[src/rtl/vid_sched_pkg.sv]
// rtl/vid_sched_pkg.sv - shared types and constants for the triple-buffer swap scheduler
package vid_sched_pkg;

  typedef logic [1:0] buf_idx_t;

  // One-hot scheduler states
  localparam logic [2:0] ST_IDLE = 3'b001;
  localparam logic [2:0] ST_SWAP = 3'b010;
  localparam logic [2:0] ST_WAIT = 3'b100;

  localparam buf_idx_t RST_WR_IDX  = 2'd0;
  localparam buf_idx_t RST_RDY_IDX = 2'd1;
  localparam buf_idx_t RST_RD_IDX  = 2'd2;

  // The receiver needs a 2-FF synchronizer plus an edge detect
  localparam int SWAP_PW_MIN = 2;

  typedef struct packed {
    logic [7:0]  thsync;
    logic [7:0]  tgdel;
    logic [15:0] tgate;
    logic [15:0] thlen;
  } tim_cfg_t;

endpackage

[src/rtl/swap_pulse_stretch.sv]
// rtl/swap_pulse_stretch.sv - holds the swap request high for exactly PW clocks
module swap_pulse_stretch #(
  parameter int PW = 4
) (
  input  logic clk,
  input  logic rst_n,
  input  logic start,
  output logic pulse,
  output logic done
);

  localparam int CW = (PW > 2) ? $clog2(PW) : 1;
  localparam logic [CW-1:0] LOAD = CW'(PW - 1);

  logic [CW-1:0] cnt;

  // Load on start, count down while high, drop the pulse after the last count
  always_ff @(posedge clk or negedge rst_n) begin
    if (!rst_n) begin
      pulse <= 1'b0;
      cnt   <= '0;
    end else if (start) begin
      pulse <= 1'b1;
      cnt   <= LOAD;
    end else if (pulse) begin
      if (cnt == '0) begin
        pulse <= 1'b0;
      end else begin
        cnt <= cnt - 1'b1;
      end
    end
  end

  assign done = pulse && (cnt == '0);

endmodule

[src/rtl/vid_swap_sched.sv]
// rtl/vid_swap_sched.sv - triple-buffer swap scheduler with shadowed timing (drop counter under VID_SCHED_STATS_EN)
module vid_swap_sched
  import vid_sched_pkg::*;
#(
  parameter int          SWAP_PW    = 4,
  parameter logic [7:0]  DEF_THSYNC = 8'd4,
  parameter logic [7:0]  DEF_TGDEL  = 8'd2,
  parameter logic [15:0] DEF_TGATE  = 16'd64,
  parameter logic [15:0] DEF_THLEN  = 16'd100
`ifdef VID_SCHED_STATS_EN
  , parameter int        DROP_W     = 16
`endif
) (
  input  logic        clk,
  input  logic        rst_n,
  input  logic        en,
  input  logic        wr_done,
  input  logic        disp_done,
  input  logic        cfg_wr,
  input  logic [7:0]  cfg_thsync,
  input  logic [7:0]  cfg_tgdel,
  input  logic [15:0] cfg_tgate,
  input  logic [15:0] cfg_thlen,
  output logic        buf_swap,
  output logic [7:0]  Thsync,
  output logic [7:0]  Tgdel,
  output logic [15:0] Tgate,
  output logic [15:0] Thlen,
  output logic [1:0]  wr_idx,
  output logic [1:0]  rd_idx,
  output logic        rdy_valid,
  output logic        busy
`ifdef VID_SCHED_STATS_EN
  , output logic [DROP_W-1:0] drop_cnt
`endif
);

  // Too-short pulses would be missed by the receiver's synchronizer
  localparam int PW_EFF = (SWAP_PW < SWAP_PW_MIN) ? SWAP_PW_MIN : SWAP_PW;
  localparam tim_cfg_t DEF_CFG = '{DEF_THSYNC, DEF_TGDEL, DEF_TGATE, DEF_THLEN};

  logic [2:0] state;
  buf_idx_t   wr_q, rdy_q, rd_q;
  tim_cfg_t   shadow_q, pend_q;
  logic       cfg_pend;
  logic       issue;
  logic       pulse_done;

  assign issue = (state == ST_IDLE) && en && rdy_valid;

  swap_pulse_stretch #(.PW(PW_EFF)) u_pulse (
    .clk   (clk),
    .rst_n (rst_n),
    .start (issue),
    .pulse (buf_swap),
    .done  (pulse_done)
  );

  // Scheduler sequencing: issue a swap, let the pulse run out, wait for the display to finish
  always_ff @(posedge clk or negedge rst_n) begin
    if (!rst_n) begin
      state <= ST_IDLE;
    end else begin
      case (state)
        ST_IDLE: if (issue)      state <= ST_SWAP;
        ST_SWAP: if (pulse_done) state <= ST_WAIT;
        ST_WAIT: if (disp_done)  state <= ST_IDLE;
        default:                 state <= ST_IDLE;
      endcase
    end
  end

  // Buffer rotation; a frame completing on the issue cycle goes straight to the ready slot
  always_ff @(posedge clk or negedge rst_n) begin
    if (!rst_n) begin
      wr_q      <= RST_WR_IDX;
      rdy_q     <= RST_RDY_IDX;
      rd_q      <= RST_RD_IDX;
      rdy_valid <= 1'b0;
    end else if (issue && wr_done) begin
      rd_q  <= rdy_q;
      rdy_q <= wr_q;
      wr_q  <= rd_q;
    end else if (issue) begin
      rd_q      <= rdy_q;
      rdy_q     <= rd_q;
      rdy_valid <= 1'b0;
    end else if (wr_done) begin
      wr_q      <= rdy_q;
      rdy_q     <= wr_q;
      rdy_valid <= 1'b1;
    end
  end

  // Pending timing set collects host writes; the active set only moves on a swap issue
  always_ff @(posedge clk or negedge rst_n) begin
    if (!rst_n) begin
      shadow_q <= DEF_CFG;
      pend_q   <= DEF_CFG;
      cfg_pend <= 1'b0;
    end else begin
      if (issue && cfg_pend) shadow_q <= pend_q;
      if (cfg_wr) begin
        pend_q   <= '{cfg_thsync, cfg_tgdel, cfg_tgate, cfg_thlen};
        cfg_pend <= 1'b1;
      end else if (issue) begin
        cfg_pend <= 1'b0;
      end
    end
  end

`ifdef VID_SCHED_STATS_EN
  logic drop;
  assign drop = wr_done && rdy_valid && !issue;

  // Count ready frames overwritten before display, saturating
  always_ff @(posedge clk or negedge rst_n) begin
    if (!rst_n) begin
      drop_cnt <= '0;
    end else if (drop && (drop_cnt != '1)) begin
      drop_cnt <= drop_cnt + 1'b1;
    end
  end
`endif

  assign wr_idx = wr_q;
  assign rd_idx = rd_q;
  assign busy   = (state != ST_IDLE);
  assign Thsync = shadow_q.thsync;
  assign Tgdel  = shadow_q.tgdel;
  assign Tgate  = shadow_q.tgate;
  assign Thlen  = shadow_q.thlen;

endmodule

[config.mk]
export PLATFORM = sky130hd
export DESIGN_NAME = vid_swap_sched
export DESIGN_NICKNAME = d
export VERILOG_FILES = /design/src/rtl/vid_sched_pkg.sv /design/src/rtl/swap_pulse_stretch.sv /design/src/rtl/vid_swap_sched.sv
export SDC_FILE = /design/constraint.sdc
export NUM_CORES = 1
export LEC_CHECK = 0
export ABC_AREA = 1
export ABC_CLOCK_PERIOD_IN_PS = 1550
export BUFFER_PORTS_ARGS = -buffer_cell sky130_fd_sc_hd__buf_2
export CAP_MARGIN = 10
export CORE_MARGIN = 2
export CORE_UTILIZATION = 36
export CTS_CLUSTER_DIAMETER = 40
export DETAILED_ROUTE_END_ITERATION = 6
export SLEW_MARGIN = 20
export SYNTH_ARGS = -nofsm -noshare
export SYNTH_HDL_FRONTEND = slang
export SYNTH_HIERARCHICAL = 1
export SYNTH_SLANG_ARGS = --single-unit
export TNS_END_PERCENT = 100
[constraint.sdc]
create_clock -name clk -period 1.55 [get_ports clk]
set_input_delay 0.155 -clock clk [delete_from_list [all_inputs] [get_ports clk]]
set_output_delay 0.155 -clock clk [all_outputs]
set_load 0.01 [all_outputs]
==> results of run 1 <==
## power by group through the flow
stage / combinational (mW) / clock, mW / sequential (mW)
after floorplan: 1.39 / 0 / 4.47
after global placement: 2.66 / 0 / 4.21
after detailed placement: 2.73 / 0 / 4.24
after CTS: 2.74 / 2.17 / 4.20
after global routing: 3.24 / 2.30 / 4.28
final: 2.84 / 2.10 / 4.19
## routing by layer
layer / vias up / wire length [µm] / global-route usage (%)
met5: - / 0 / 0
met4: 0 / 135 / 5.93
met3: 12 / 562 / 4.18
met2: 79 / 4070 / 22.2
met1: 1459 / 4130 / 18.8
li1: 1611 / - / -
## cell families after synthesis
logic type / count (synthesis) / synth area share, %
AO/OA/AOI/OAI: 107 / 12.7
flip-flops: 110 / 64.6
AND/OR/NAND/NOR: 136 / 12.8
buffers and inverters: 88 / 8.78
adder cells (fa/ha/maj): 4 / 1.17
## state kept, by name (all words and copies together) (netlist names)
signal and count:
u_pulse/pulse 1, Thlen 16, rdy_valid 1, rdy_q 2
Tgate 16, Tgdel 8, rd_idx 2, wr_idx 2
u_pulse/cnt 2, state 3, Thsync 8, pend_q 48
cfg_pend 1
## per-stage QoR
stage	power (mW)	TNS [ps]	hold slack [ps]	util (%)	area [µm²]
global route	9.82	-119	16.3	46.7	5380
floorplan	5.85	0	-141	-	4300
global placement	6.87	0	82.7	43.7	5040
detailed placement	6.97	0	85.4	43.7	5040
finish	9.13	0	18.2	46.7	5380
CTS	9.12	0	3.70	46.1	5310
## how the worst max path moves through the flow
stage	to	slack [ps]	cells after the start
final	wr_idx[0]$_DFFE_PN0P_	80	7
after global routing	wr_idx[0]$_DFFE_PN0P_	-30	7
after CTS	Tgdel[7]$_DFFE_PN0P_	20	7
after detailed placement	Tgdel[7]$_DFFE_PN0P_	30	7
after global placement	Thlen[3]$_DFFE_PN0P_	80	7
after floorplan	wr_idx[0]$_DFFE_PN0P_	1	7
## layout make-up
class	count	area, µm²
multi-input cells	247	1180
clock buffers	14	254
fillers	1124	6130
well taps	143	179
repair buffers	121	734
flip-flops and latches	110	2770
clock inverters	2	10.0
inverters	67	251
## tightest hold or removal path, delay by kind of cell
family                 cells  cell delay [ps]
and+or+nand+nor            1               40
AOI/OAI and AO/OA          1               60
buffers and inverters      1               70
## cell usage after synthesis
library cell  instances  area share [%]
ha_1                  4             1.2
o211ai_1              2            0.35
o21ai_1              40             4.7
o21ai_0              63             7.3
inv_2                 1           0.087
nand3_1              10             1.2
a21o_1                1            0.18
nand2_1             117              10
nor2_1                2            0.18
nand3_2               1            0.23
dfstp_2              15             9.2
buf_2                 7            0.82
a21oi_1               1            0.12
dfrtp_1              95              55
nand4_1               3            0.44
nor2_4                1            0.26
buf_6                 5             1.3
nand2_2               2            0.29
inv_1                66             5.8
clkbuf_1              9            0.79
## layout by cell type (no fill, tap or decap), types with 6 or more instances in the layout
cell type and n:
buf_2 107, buf_4 6, clkbuf_16 10, dfrtp_1 95
dfstp_2 15, inv_1 64, nand2_1 117, nand3_1 10
o21ai_0 62, o21ai_1 41
## timing repair
item	4_1_cts	5_1_grt
hold buffers	1	0
resized for setup	0	9
hold endpoints to repair	20	0
buffers inserted	0	1
endpoints found under the setup margin	0	29
==> results.tsv, run 1 <==
metric	value	unit
status	complete, but fails checks	
violated checks	design-rule violations	
Worst EP arrival	1730	ps
pre-CTS WS	33.0	ps
post-synth cell types	20	
Die Footprint	0.0128	mm²
critical path peak fanout	5	
RSZ-0062 raised after global routing	yes	
Routed WL	8.90	mm
Final Critical Period	1470	ps
Switching Fraction	33.6	%
vias in the first global route	3153	
synthesis-to-finish area growth	25.4	%
Startpoint Class	flop	
Hold Path Class	in2reg	
clock net sink count	110	
clock buffer count from CTS	9	
syn avg cell area	9.64	µm²
min-delay src	cfg_tgate[2]	
dpl cells	685	
Worst-Margin Slew	337	ps
Seq/Total Area, Yosys	64.6	%
fin nets	614	
Setup WS post-layout	81.0	ps
Hold Path Cell Cnt	3	
crit-path cells	nand3_4 -> nor2_4 -> ha_2 -> inv_2 -> a21oi_4 -> o211ai_1 -> o21ai_0	
total number of vias	3161	
clk_lat worst skew	340	ps
wire per inst	12.6	µm
CTS tree	done	
initial antenna violation count	0	
die height	113	µm
crit-path leading delay family	flip-flops	
Non-Filler Instances	704	
Reg-to-Reg End	wr_idx[0]$_DFFE_PN0P_	
clk slew on worst S/H paths	70	ps
R2R depth	7	
Clock Tree Buf Depth	2	
antenna viol nets, final	0	
DRT iter0 DRCs	167	
Final Hold Vio Count	0	
gate count after technology mapping	445	
CP Capture Type	flop	
core area	0.0115	mm²
ratio of cells with drive above 1 in the final layout	28.0	%
Post-Synthesis Cell Area	0.00429	mm²
gr usage total	14.3	%
pwr dens	1700	mW/mm²
Crit Path Category	reg2reg	
number of port buffers	108	
LEAKAGE	2.81	nW
grt ovf	0	
crit path from	state[0]$_DFFE_PN1P_	
Setup Skew	8.01	ps
Slowest cell on crit path	dfstp_2	
Psw	3.07	mW
CP bufs+invs	1	
Starting Density	37.3	%
IO Count	109	
worst endpoint required time	1810	ps
# diodes	0	
Ys Warns	6	
Final HPWL DP	6.06	mm
H-tree Lvls	3	
internal power	6.06	mW
FF-to-FF setup slack	80	ps
drt pass-1 iters	7	
first-pass GRT wire length	14.5	mm
Comb power frac	31.1	%
Slew headroom	77.5	%
post-route fraction of the period consumed by the critical path	94.8	%
Final GP Congestion	0.774	
post-synthesis register bit count	110	
Worst VDD drop	0.665	mV
Seq pwr share	45.9	%
MaxCap Viol Count	0	
vias per cell	4.49	
Clk pwr share	23.0	%
Min-Delay Endpoint	pend_q[18]$_DFFE_PN0P_	
DRC	7	
largest net degree at the start of global routing	61	
Die Wd	113	µm
Setup violations, final	0	
f_max	681	MHz
Slew Viols, Final	0	
largest stage delay on the critical path	560	ps
Rows	39	
CTS Root Cell	clkbuf_16	
Reg-to-Reg Start	state[0]$_DFFE_PN1P_	
net count after synthesis	503	
(Power assumes the default switching activity.)
==> run 2: changes to the inputs <==
--- a/config.mk
+++ b/config.mk
@@ -13,6 +13,7 @@
 export CORE_UTILIZATION = 36
 export CTS_CLUSTER_DIAMETER = 40
 export DETAILED_ROUTE_END_ITERATION = 6
+export RECOVER_POWER = 100
 export SLEW_MARGIN = 20
 export SYNTH_ARGS = -nofsm -noshare
 export SYNTH_HDL_FRONTEND = slang
==> results.tsv, run 2 (same netlist as run 1, synthesis figures left out) <==
metric	value	unit	change
Worst EP arrival	1730	ps	about the same
Clock Tree Buf Depth	2		unchanged
pre-CTS WS	33.0	ps	unchanged
# diodes	0		unchanged
H-tree Lvls	3		unchanged
largest net degree at the start of global routing	61		unchanged
GR Util met3	4.18	%	unchanged
CP Capture Type	flop		
die height	113	µm	unchanged
violated checks	design-rule violations		
Rows	39		unchanged
Die Footprint	0.0128	mm²	unchanged
Slew Viols, Final	0		unchanged
Switching Fraction	34.2	%	+0.57 points
antenna viol nets, final	0		unchanged
Setup Skew	8.11	ps	+0.102 ps
f_max	680	MHz	about the same
Setup violations, final	0		unchanged
Slew headroom	58.8	%	-19 points
initial antenna violation count	0		unchanged
wire per inst	12.6	µm	about the same
Comb power frac	30.1	%	-1.0 points
fillcell total	1136		+1.1%
status	complete, but fails checks		
vias per cell	4.51		+0.47%
Clk pwr share	23.3	%	+0.3 points
Global Route met2 Usage	22.2	%	unchanged
DRT iter0 DRCs	142		-15%
clock net sink count	110		unchanged
number of port buffers	108		unchanged
clk slew on worst S/H paths	70	ps	about the same
total negative slack	0	ps	unchanged
post-route fraction of the period consumed by the critical path	94.9	%	about the same
internal power	5.93	mW	-2.2%
grt ovf	0		unchanged
met1 Usage GRT	18.8	%	unchanged
first-pass GRT wire length	14.5	mm	unchanged
Worst-Margin Slew	618	ps	+281 ps
clk_lat worst skew	340	ps	about the same
synthesis-to-finish area growth	23.7	%	
CTS tree	done		
Final HPWL DP	6.06	mm	unchanged
IO Count	109		unchanged
commonest cells after routing, fill and taps aside	nand2_1 (117), dfrtp_1 (95), inv_1 (64)		
CTS Root Cell	clkbuf_16		
Psw	3.08	mW	+0.32%
Final Critical Period	1470	ps	+1.36 ps
gr usage total	14.3	%	unchanged
LEAKAGE	2.65	nW	-5.7%
Most flops, register	pend_q		
Crit Path Category	reg2reg		
Routed WL	8.90	mm	about the same
Final Hold Vio Count	0		unchanged
Largest register FFs	48		unchanged
ratio of cells with drive above 1 in the final layout	20.1	%	-7.8 points
Worst VDD drop	0.655	mV	-1.4%
clock buffer count from CTS	9		unchanged
Hold Path Class	in2reg		
pwr dens	1700	mW/mm²	about the same
Die Wd	113	µm	unchanged
MaxCap Viol Count	0		unchanged
Final GP Congestion	0.774		unchanged
total number of vias	3176		+0.47%
Most Crowded Layer GR	met2		
Starting Density	37.3	%	unchanged
core area	0.0115	mm²	unchanged
worst endpoint required time	1810	ps	about the same
Startpoint Class	flop		
drt pass-1 iters	7		unchanged
vias in the first global route	3153		unchanged
leading cell type in the layout, fill and taps excluded	nand2_1		
fin nets	614		unchanged
RSZ-0062 raised after global routing	yes		
Setup WS post-layout	79.6	ps	-1.36 ps
critical path peak fanout	5		unchanged
Seq pwr share	46.7	%	+0.8 points
DRC	7		unchanged
run 2: cell count changes in the layout (fill, tap and decap cells not counted), sizes merged:
cell    delta
clkbuf    +47
buf       -47
run 2: path summary, 6_finish.rpt:
kind / startpoint / slack (ps) / cells after the start / end
setup / recovery: state[0]$_DFFE_PN1P_ / 80 / 7 / wr_idx[0]$_DFFE_PN0P_
hold / removal: cfg_tgate[2] / 20 / 3 / pend_q[18]$_DFFE_PN0P_
setup reg to reg: state[0]$_DFFE_PN1P_ / 80 / 7 / wr_idx[0]$_DFFE_PN0P_
hold reg to reg: Thlen[6]$_DFFE_PN1P_ / 470 / 2 / Thlen[6]$_DFFE_PN1P_
max in group asynchronous: rst_n / 300 / 3 / pend_q[22]$_DFFE_PN1P_
min in group asynchronous: rst_n / 350 / 2 / u_pulse/pulse$_DFF_PN0_
run 2: layout make-up:
| class | count | area, µm² | area share (%) |
|---|---|---|---|
| repair buffers | 121 | 662 | 12.5 |
| multi-input cells | 247 | 1180 | 22.2 |
| clock buffers | 14 | 254 | 4.78 |
| flip-flops and latches | 110 | 2770 | 52.2 |
| well taps | 143 | 179 | 3.37 |
| inverters | 67 | 251 | 4.74 |
| clock inverters | 2 | 10.0 | 0.189 |
run 2: timing repair:
item                                   in CTS  in global routing
setup endpoints to repair                   0                 29
buffers inserted                            0                  1
hold buffers                                1                  0
gates resized for setup                     0                  9
endpoints found under the hold margin      20                  0
run 2: power groups by stage:
stage	clock [mW]	sequential [mW]	combinational, mW
finish	2.09	4.20	2.71
global route	2.30	4.30	3.10
CTS	2.17	4.20	2.74
detailed placement	0	4.24	2.73
global placement	0	4.21	2.66
floorplan	0	4.47	1.39
run 2: through the flow:
stage	total power [mW]	instance area [µm²]	hold slack [ps]	utilization, %	std cells
2_1_floorplan	5.85	4300	-141	-	445
3_3_place_gp	6.87	5040	82.7	43.7	685
3_5_place_dp	6.97	5040	85.4	43.7	685
4_1_cts	9.12	5310	3.70	46.1	702
5_1_grt	9.70	5310	16.3	46.1	704
6_report	9.01	5310	17.0	46.1	704
run 2: worst max-delay path, stage by stage, from the launching register on:
cell      delay, ps
dfstp_2         560
nand3_4          90
nor2_4          130
ha_2            190
inv_2            70
a21oi_4         170
o211ai_1        100
o21ai_0          80
run 2: routing by layer:
metal	vias up	routed length, µm
li1	1615	-
met3	12	570
met5	-	0
met1	1470	4120
met4	0	135
met2	79	4080
==> run 3: changes to the inputs <==
--- a/config.mk
+++ b/config.mk
@@ -6,7 +6,7 @@
 export NUM_CORES = 1
 export LEC_CHECK = 0
 export ABC_AREA = 1
-export ABC_CLOCK_PERIOD_IN_PS = 1550
+export ABC_CLOCK_PERIOD_IN_PS = 1330
 export BUFFER_PORTS_ARGS = -buffer_cell sky130_fd_sc_hd__buf_2
 export CAP_MARGIN = 10
 export CORE_MARGIN = 2
==> constraint.sdc (replaced) <==
create_clock -name clk -period 1.33 [get_ports clk]
set_input_delay 0.133 -clock clk [delete_from_list [all_inputs] [get_ports clk]]
set_output_delay 0.133 -clock clk [all_outputs]
set_load 0.01 [all_outputs]
==> results.tsv, run 3 (same netlist as run 1, synthesis figures left out) <==
metric	value	unit	change
status	complete, but fails checks		
violated checks	design-rule violations, negative setup slack		
commonest cells after routing, fill and taps aside	nand2_1 (111), dfrtp_1 (95), inv_1 (63)		
Setup Skew	5.94	ps	-2.17 ps
clock net sink count	110		unchanged
antenna viol nets, final	0		unchanged
H-tree Lvls	3		unchanged
Most flops, register	pend_q		
RSZ-0062 raised after global routing	yes		
wire per inst	12.7	µm	+0.47%
ratio of cells with drive above 1 in the final layout	21.3	%	+1.2 points
crit-path cells	nand3_4 -> nor2_4 -> buf_4 -> ha_2 -> a21oi_4 -> o211ai_1 -> o21ai_1		
Startpoint Class	flop		
Final HPWL DP	5.92	mm	-2.3%
DRT iter0 DRCs	183		+29%
Setup violations, final	57		+57
first-pass GRT wire length	15.8	mm	+8.8%
critical path depth	7		unchanged
drt pass-1 iters	6		-1
crit-path leading delay family	flip-flops		
CTS tree	done		
core area	0.0115	mm²	unchanged
Die Footprint	0.0128	mm²	unchanged
total negative slack	-5120	ps	-5120 ps
LEAKAGE	2.88	nW	+8.3%
Routed WL	9.55	mm	+7.3%
largest net degree at the start of global routing	98		+61%
Crit Path Category	reg2reg		
post-route fraction of the period consumed by the critical path	111	%	+17 points
fin nets	662		+7.8%
# diodes	0		unchanged
Clock Tree Buf Depth	2		unchanged
Die Wd	113	µm	unchanged
IO Count	109		unchanged
DRC	7		unchanged
crit path from	state[0]$_DFFE_PN1P_		
Worst setup endpoint	wr_idx[0]$_DFFE_PN0P_		
vias per cell	4.58		+1.6%
clk_lat worst skew	350	ps	about the same
pwr dens	1950	mW/mm²	+15%
gr usage total	15.4	%	+1.1 points
CP Capture Type	flop		
largest stage delay on the critical path	550	ps	about the same
worst endpoint required time	1560	ps	-250 ps
Rows	39		unchanged
clk slew on worst S/H paths	70	ps	about the same
die height	113	µm	unchanged
number of port buffers	108		unchanged
fillcell total	1114		-1.9%
critical path peak fanout	4		-1
leading cell type in the layout, fill and taps excluded	nand2_1		
clock buffer count from CTS	9		unchanged
Slowest cell on crit path	dfstp_2		
Worst VDD drop	1.03	mV	+58%
pre-CTS WS	-168	ps	-201 ps
vias in the first global route	3419		+8.4%
initial antenna violation count	0		unchanged
Reg-to-Reg End	wr_idx[0]$_DFFE_PN0P_		
Setup WS post-layout	-152	ps	-232 ps
Worst-Margin Slew	913	ps	+295 ps
Final GP Congestion	0.814		+5.2%
Largest register FFs	48		unchanged
Worst EP arrival	1710	ps	-20 ps
Hold Path Class	in2reg		
CTS Root Cell	clkbuf_16		
CP bufs+invs	1		unchanged
FF-to-FF setup slack	-150	ps	-230 ps
f_max	675	MHz	-0.78%
MaxCap Viol Count	0		unchanged
Final Hold Vio Count	0		unchanged
synthesis-to-finish area growth	36.7	%	
hold_ws	5.12	ps	-11.8 ps
Power Total	11.5	mW	+27%
Slew headroom	39.1	%	-20 points
Final Critical Period	1480	ps	+11.6 ps
Starting Density	37.3	%	unchanged
Slew Viols, Final	0		unchanged
grt ovf	0		unchanged
total number of vias	3447		+8.5%
R2R depth	7		unchanged
Reg-to-Reg Start	state[0]$_DFFE_PN1P_		
-- run 3: cell count changes in the layout (fill, tap and decap cells not counted), sizes merged --
cell / before / now
clkinvlp: 0 / 1
dlygate4sd3: 1 / 37
clkbuf: 62 / 67
clkinv: 2 / 3
buf: 72 / 75
bufinv: 0 / 2
-- run 3: worst min path at each step --
stage,from,to,depth (start not counted)
global placement,rst_n,rdy_valid$_DFFE_PN0P_,2
CTS,cfg_thlen[6],pend_q[6]$_DFFE_PN1P_,3
detailed placement,rst_n,rdy_valid$_DFFE_PN0P_,2
global route,cfg_thlen[0],pend_q[0]$_DFFE_PN0P_,3
floorplan,rst_n,Tgate[0]$_DFFE_PN0P_,0
finish,cfg_thlen[6],pend_q[6]$_DFFE_PN1P_,3
-- run 3: worst reg2reg max path: stages (launching register included) --
cell and delay (ps):
dfstp_2 550, nand3_4 90, nor2_4 180, buf_4 150, ha_2 190, a21oi_4 50
o211ai_1 80, o21ai_1 90
-- run 3: per-layer routing --
layer  up-vias  GRT usage [%]  part of all wire (%)
li1       1716              -                     -
met1      1633           20.0                    46
met2        88           24.1                    46
met3        10           4.66                   6.1
met4         0           6.34                   1.4
met5         -              0                     0
-- run 3: through the flow --
stage | utilization, % | cells | area (µm²)
2_1_floorplan | - | 445 | 4320
6_report | 50.9 | 752 | 5870
5_1_grt | 50.9 | 752 | 5870
3_3_place_gp | 44.6 | 694 | 5130
4_1_cts | 51.1 | 750 | 5890
3_5_place_dp | 44.6 | 694 | 5130
-- run 3: what timing repair did --
| item | in CTS | in global routing |
|---|---|---|
| pin swaps | 3 | 3 |
| hold buffers | 37 | 0 |
| setup buffers | 2 | 2 |
| endpoints found under the setup margin | 58 | 62 |
| endpoints found under the hold margin | 131 | 0 |
| gates cloned | 1 | 1 |
| resized for setup | 20 | 11 |
-- run 3: report_power, final --
| part | internal, mW | switching (mW) |
|---|---|---|
| combinational | 1.55 | 2.17 |
| sequential | 4.38 | 0.515 |
| clock | 1.65 | 1.19 |
| total | 7.57 | 3.88 |
-- run 3: area by class of cell --
cell class	count	area [µm²]	area share [%]
Clock buffer	10	229	3.90
Clock inverter	6	86.3	1.47
Inverter	67	256	4.37
Multi-Input combinational cell	247	1220	20.8
Sequential cell	110	2770	47.2
Tap cell	143	179	3.05
Timing Repair Buffer	169	1120	19.2
